[src/rtl/rom_share_ctrl.sv]
// Boot sequencer and port arbiter for the MCU program ROM: holds the core in reset, takes a
// byte-stream download, then shares the single BRAM port (download write > debug read > core fetch).
module rom_share_ctrl #(
  parameter int ADDR_W    = 11,
  parameter int DATA_W    = 8,
  parameter int ROM_WORDS = 2048,
  parameter int RST_HOLD  = 4
) (
  input  logic              clk,
  input  logic              reset,
  input  logic              dl_start,
  input  logic              dl_end,
  input  logic              dl_valid,
  output logic              dl_ready,
  input  logic [ADDR_W-1:0] dl_addr,
  input  logic [DATA_W-1:0] dl_data,
  input  logic [ADDR_W-1:0] cpu_addr,
  input  logic              cpu_free,
  output logic [DATA_W-1:0] cpu_data,
  output logic              cpu_reset,
  input  logic              dbg_req,
  input  logic [ADDR_W-1:0] dbg_addr,
  output logic              dbg_ack,
  output logic [DATA_W-1:0] dbg_data,
  output logic [ADDR_W-1:0] rom_addr,
  output logic              rom_we,
  output logic [DATA_W-1:0] rom_wdata,
  input  logic [DATA_W-1:0] rom_rdata,
  output logic              busy,
  output logic              err,
  output logic [11:0]       byte_count
);

  typedef enum logic [1:0] {HOLD, RUN, LOAD} state_t;

  localparam int CNT_W = (RST_HOLD < 2) ? 1 : $clog2(RST_HOLD + 1);
  localparam logic [CNT_W-1:0] CNT_INIT = CNT_W'(RST_HOLD);
  // One extra bit so a full 2**ADDR_W ROM compares correctly.
  localparam logic [ADDR_W:0] ADDR_LIMIT = (ADDR_W+1)'(ROM_WORDS);

  state_t            state, state_nx;
  logic [CNT_W-1:0]  cnt, cnt_nx;
  logic              accept, in_range, wr, grant;
  logic [DATA_W-1:0] dbg_hold;

  always_comb begin
    in_range = ({1'b0, dl_addr} < ADDR_LIMIT);
    accept   = (state == LOAD) && dl_valid;
    wr       = accept && in_range;
    // The ack cycle doubles as the single outstanding-read slot, so no grant then.
    grant    = dbg_req && !dbg_ack && !wr && ((state != RUN) || cpu_free);

    rom_addr = cpu_addr;
    rom_we   = 1'b0;
    if (wr) begin
      rom_addr = dl_addr;
      rom_we   = 1'b1;
    end else if (grant) begin
      rom_addr = dbg_addr;
    end

    rom_wdata = dl_data;
    cpu_data  = rom_rdata;
    dl_ready  = (state == LOAD);
    busy      = (state != RUN);
    dbg_data  = dbg_ack ? rom_rdata : dbg_hold;
  end

  always_comb begin
    state_nx = state;
    cnt_nx   = cnt;
    case (state)
      HOLD: begin
        if (cnt <= CNT_W'(1)) begin
          state_nx = RUN;
          cnt_nx   = '0;
        end else begin
          cnt_nx = cnt - CNT_W'(1);
        end
      end
      RUN: ;
      LOAD: begin
        if (dl_end) begin
          state_nx = HOLD;
          cnt_nx   = CNT_INIT;
        end
      end
      default: begin
        state_nx = HOLD;
        cnt_nx   = CNT_INIT;
      end
    endcase
    if (dl_start) begin
      state_nx = LOAD;
      cnt_nx   = CNT_INIT;
    end
  end

  always_ff @(posedge clk) begin
    if (reset) begin
      state      <= HOLD;
      cnt        <= CNT_INIT;
      cpu_reset  <= 1'b1;
      dbg_ack    <= 1'b0;
      dbg_hold   <= '0;
      err        <= 1'b0;
      byte_count <= '0;
    end else begin
      state     <= state_nx;
      cnt       <= cnt_nx;
      cpu_reset <= (state_nx != RUN);
      dbg_ack   <= grant;
      if (dbg_ack) begin
        dbg_hold <= rom_rdata;
      end
      if (accept && !in_range) begin
        err <= 1'b1;
      end
      if (dl_start) begin
        byte_count <= '0;
      end else if (wr && (byte_count != 12'hFFF)) begin
        byte_count <= byte_count + 12'd1;
      end
    end
  end

endmodule

[config.mk]
export PLATFORM = sky130hd
export DESIGN_NAME = rom_share_ctrl
export DESIGN_NICKNAME = d
export VERILOG_FILES = /design/src/rtl/rom_share_ctrl.sv
export SDC_FILE = /design/constraint.sdc
export NUM_CORES = 1
export LEC_CHECK = 0
export ABC_AREA = 1
export BUFFER_PORTS_ARGS = -buffer_cell sky130_fd_sc_hd__buf_2
export CAP_MARGIN = 0
export CORE_MARGIN = 8
export CORE_UTILIZATION = 35
export CTS_CLUSTER_SIZE = 10
export DETAILED_ROUTE_END_ITERATION = 16
export PLACE_DENSITY_LB_ADDON = 0.1
export SYNTH_ARGS = -nofsm -noshare
export SYNTH_HDL_FRONTEND = slang
export SYNTH_SLANG_ARGS = --single-unit
[constraint.sdc]
create_clock -name clk -period 1.45 [get_ports clk]
set_input_delay 0.145 -clock clk [delete_from_list [all_inputs] [get_ports clk]]
set_output_delay 0.145 -clock clk [all_outputs]
set_load 0.02 [all_outputs]
Word level (Yosys, flattened, before mapping)
Cells that the tools add are included.
Storage, ports and cells
  bits of input ports: 56
  flip-flop bits (word level): 27
  output and inout bits: 53
  word-level logic and storage cells: 38
Cells by class
  muxes and demuxes: 11
  reduce and logical (&&, ||, !) cells: 11
  bitwise logic cells: 1
  add/sub/neg operators: 2
  order comparisons: 1
  eq/ne operators: 6
Operators by type and width (number)
  11-bit 2-to-1 mux: 2
  12-bit by 1-bit adder with 12-bit output (second input constant): 1
  12-bit != test (second input constant): 1
  3-bit one-hot mux with 3 select lines: 1
  8-bit 2-to-1 mux: 1
  2-bit 2-to-1 mux: 3
  3-bit 2-to-1 mux: 2
  2-bit one-hot mux with 3 select lines: 1
  1-bit logical AND: 5
  2-bit by 1-bit != test with 1-bit output (second input constant): 2
  3-bit by 1-bit <= comparator with 1-bit output (second input constant): 1
  3-bit by 1-bit subtractor with 3-bit output (second input constant): 1
  2-bit by 1-bit equality test with 1-bit output (second input constant): 1
  2-bit equality test (second input constant): 1
  1-bit logical NOT: 2
  2-bit logical NOT: 1
  2-bit != test (second input constant): 1
  2-bit AND reduction: 1
  2-bit OR reduction: 1
  1-bit logical OR: 1
  1-bit 2-to-1 mux: 1
  1-bit inverter: 1

Logic depth before layout (Yosys ltp)
  word-level depth: 7
  gate-level depth with buffers: 9
  mapped depth without buffers: 9

Worst setup path after synthesis
OpenSTA, ideal clock, no wires.
  path type: register -> output
  from: reg dbg_ack
  to: out rom_addr[10]
  data required time: 1305 ps
  stages on the path, launching flop included: 6
  slack: -35 ps
  arrival: 1340 ps
  buffers on the path: 2
  cells stage by stage: dfxtp_1 buf_2 inv_2 nand4_4 buf_6 o211ai_1
On the way
  word-level cells in the longest chain between the ends: 6
RTL lines
  from (decl): RTL line 23  | output logic dbg_ack,
  from (signal assigned): RTL line 112  | dbg_ack <= grant;
  1-bit logical NOT: RTL line 51  | grant = dbg_req && !dbg_ack && !wr && ((state != RUN) || cpu_free);
  1-bit logical AND (3 in a row): RTL line 51
  11-bit 2-to-1 mux: RTL line 58  | end else if (grant) begin
  11-bit 2-to-1 mux: RTL line 55  | if (wr) begin
  to (decl): RTL line 25  | output logic [ADDR_W-1:0] rom_addr,
No other way between the ends.

Final worst setup path
  from: reg state[1]
  to: out rom_addr[4]
On the way
  word-level cells in the longest chain between the ends: 7
  elaborated cells on any way between the ends: 9
  those cells by class: eq/ne: 2; mux: 2; reduce/logical: 5
RTL lines
  from (decl): RTL line 41  | state_t state, state_nx;
  from (signal assigned): RTL line 109  | state <= state_nx;
  2-bit equality test: RTL line 48  | accept = (state == LOAD) && dl_valid;
  1-bit logical AND: RTL line 48
  1-bit logical NOT: RTL line 51
  1-bit logical AND (2 in a row): RTL line 51
  11-bit 2-to-1 mux: RTL line 58
  11-bit 2-to-1 mux *: RTL line 55
Mark *: on every way between the ends. The rest lies on a longest branch, timed or not.

==> out/results.tsv <==
stage	metric	value	unit
synthesis	Synth async-reset ratio	0	
pwr	maximum VDD drop	327	uV
placed_design	gpl congestion	0.751	
floorplanning	CORE AREA	0.00472	mm2
clocking	Worst-Skew Late Latency	0.28	ns
min_path	Hold Crit Class	in -> reg	
clocking	CTS Sinks	27	
final_layout	antenna cells	0	
global_routing	pin count of the biggest net entering global routing	18	
synthesis	syn_nets	317	
setup_path	critical path buffer and inverter count	3	
sta	Final Cycle Share	1.10	
sta	Finish-stage setup viols	11	
global_routing	GR Overflow Total	0	
final_layout	Area Growth Syn to Fin	40.8	%
floorplanning	Die X-Extent	85.9	um
status	status	finished with violations	
sta	f_max	627	MHz
synthesis	Mapped Area	0.00171	mm2
placed_design	port bufs	91	
floorplanning	die area	0.00738	mm2
placed_design	DP Wirelength	3890	um
setup_path	CP top delay family	flip-flops	
sta	Final TNS setup	-1.40	ns
final_layout	Layout Nets	409	
synthesis	register area share after synthesis	0.316	
synthesis	largest area contributor in the synthesized netlist	dfxtp_1	
clocking	TritonCTS buffer count	3	
synthesis	EDFF count, synth	0	
global_routing	global-route wire length before repair	8800	um
synthesis	most used flip-flop cell after synthesis	dfxtp_1	
final_layout	ratio of cells with drive above 1 in the final layout	0.386	
synthesis	Mean Syn Cell Area	6.60	um2
sta	final worst slack	-0.145	ns
sta	Layout Skew	0.0131	ns
setup_path	reg2reg start	byte_count[0]	
sta	unrepaired setup endpoints after global routing	true	
pwr	leakage power	1.24	nW
floorplanning	initial core utilization	0.362	
job	Max Cap Viol	0	
floorplanning	IO Count	109	
global_routing	antenna violations before repair	0	
synthesis	Seq cells post-synth	27	
setup_path	WP data required	1.31	ns
setup_path	crit end category	output port	
clocking	Post-CTS Hold Buffers	0	
min_path	HP Start	dl_start	
synthesis	main area contributors after synthesis	dfxtp_1 (32%), nand2_1 (16%), buf_4 (7.5%), inv_1 (7.0%), nor2_1 (6.1%)	
floorplanning	Die Span Y	85.9	um
routing	routed length per placed instance	12.1	um
setup_path	Slowest-stage cell, CP	dfxtp_4	
status	violated checks	setup timing	
global_routing	GRT Util Overall	0.143	
sta	fin crit period	1.60	ns
sta	Hold Vio Cnt, Final	0	
routing	DRC	0	
setup_path	crit-path max FO	6	
setup_path	Critical Path Source	state[1]	
setup_path	worst setup path class	reg -> out	
synthesis	Yosys warnings	0	
sta	final max-slew violation count	0	
setup_path	Worst Path Arrival	1.45	ns
synthesis	Synth Instances	259	
clocking	CTS root buf	clkbuf_8	
setup_path	CP max stage delay	0.38	ns
floorplanning	Rows	25	
clocking	CTS tree	yes	
global_routing	vias in the first global route	1985	
clocking	CTS clk-pin slew, worst paths	0.09	ns
clocking	depth of the CTS H-tree	1	
synthesis	Yosys cell types	29	
clocking	Clock Path Buffers	2	
pwr	Pwr Density	722	mW/mm2
routing	total wire length	5060	um
routing	via count	1857	
pwr	total power	0.00174	W
setup_path	critical-path cell list	inv_2, nand3b_1, buf_6, nand4_4, o211ai_1, buf_4	
synthesis	area share of the largest cell type after synthesis	0.316	
routing	Final ANT Viol Nets	0	
setup_path	critical path launch point type	register	
routing	DR pass1 iterations	4	
routing	initial DRC count	66	
routing	Vias/cell	4.45	
final_layout	Core Util, Final	0.509	
==> metrics by stage <==
step	hold WS, ns	instances	setup slack, ns	cell area, um2
final	0.124	417	-0.145	2410
after floorplan	0.279	259	0.00972	1720
after CTS	0.114	416	-0.151	2370
after global placement	0.290	404	-0.000652	2170
after global routing	0.123	417	-0.252	2410
after detailed placement	0.290	404	-0.0145	2170
==> layout make-up <==
type | instances | area (um2)
inverter | 35 | 150
clock buffer | 3 | 41.3
multi-input combinational | 176 | 937
clock inverter | 1 | 7.51
sequential | 27 | 546
tap | 67 | 83.8
fill | 504 | 2320
timing repair buffer | 108 | 641
==> tightest hold or removal path: stages <==
cell     delay, ns
buf_2         0.11
inv_1         0.04
a21oi_1       0.06
==> cells in the final DEF, fill, tap and decap left out, types with 7 or more instances in the layout <==
cell type	count
nor2_1	25
o211ai_1	9
nand2_1	75
o21ai_0	7
inv_1	30
buf_2	79
buf_4	24
a21oi_1	18
dfxtp_1	25
nand3_1	15
==> state kept, by name (all words and copies together) (netlist names) <==
name	cells
state	2
dbg_hold	8
cnt	3
cpu_reset	1
dbg_ack	1
byte_count	12
==> worst paths after layout <==
check                           slack (ns)       endpoint  depth (start not counted)
worst max-delay path                 -0.15    rom_addr[4]                          6
worst min-delay path                  0.12       state[1]                          3
worst max register to register        0.14  byte_count[1]                          8
worst min register to register        0.46         cnt[0]                          1
==> cell usage after synthesis (3+ instances only) <==
master / count
nand2_1: 75
inv_1: 32
nor2_1: 28
dfxtp_1: 27
a21oi_1: 18
buf_4: 17
nand3_1: 17
o211ai_1: 9
o21ai_0: 7
buf_2: 3
==> repair_timing <==
| item | 4_1_cts | 5_1_grt |
|---|---|---|
| endpoints found under the setup margin | 12 | 18 |
| resized for setup | 24 | 8 |
| setup buffers | 5 | 1 |
| endpoints found under the hold margin | 0 | 0 |
| cloned | 3 | 0 |
| pin swaps | 8 | 5 |
==> power by group <==
part / total, W / internal [W] / switching (W)
clock network: 0.000437 / 0.000195 / 0.000242
registers: 0.000777 / 0.000764 / 0.0000131
logic: 0.000523 / 0.000227 / 0.000296
==> layer usage <==
layer | share of wire | track usage
met5 | 0 | 0
met3 | 0.094 | 0.0592
met2 | 0.48 | 0.252
met1 | 0.42 | 0.155
met4 | 0.0053 | 0.0334
==> kinds of logic after synthesis <==
kind of cell	count (synthesis)	share of synthesized area
adders and majority gates	2	0.0146
buffers and inverters	59	0.183
other	1	0.00219
and+or+nand+nor	132	0.346
xor gates and xnor gates	2	0.0103
AOI/OAI and AO/OA	36	0.127
DFF	27	0.316
Power figures use the tool's default switching activity.
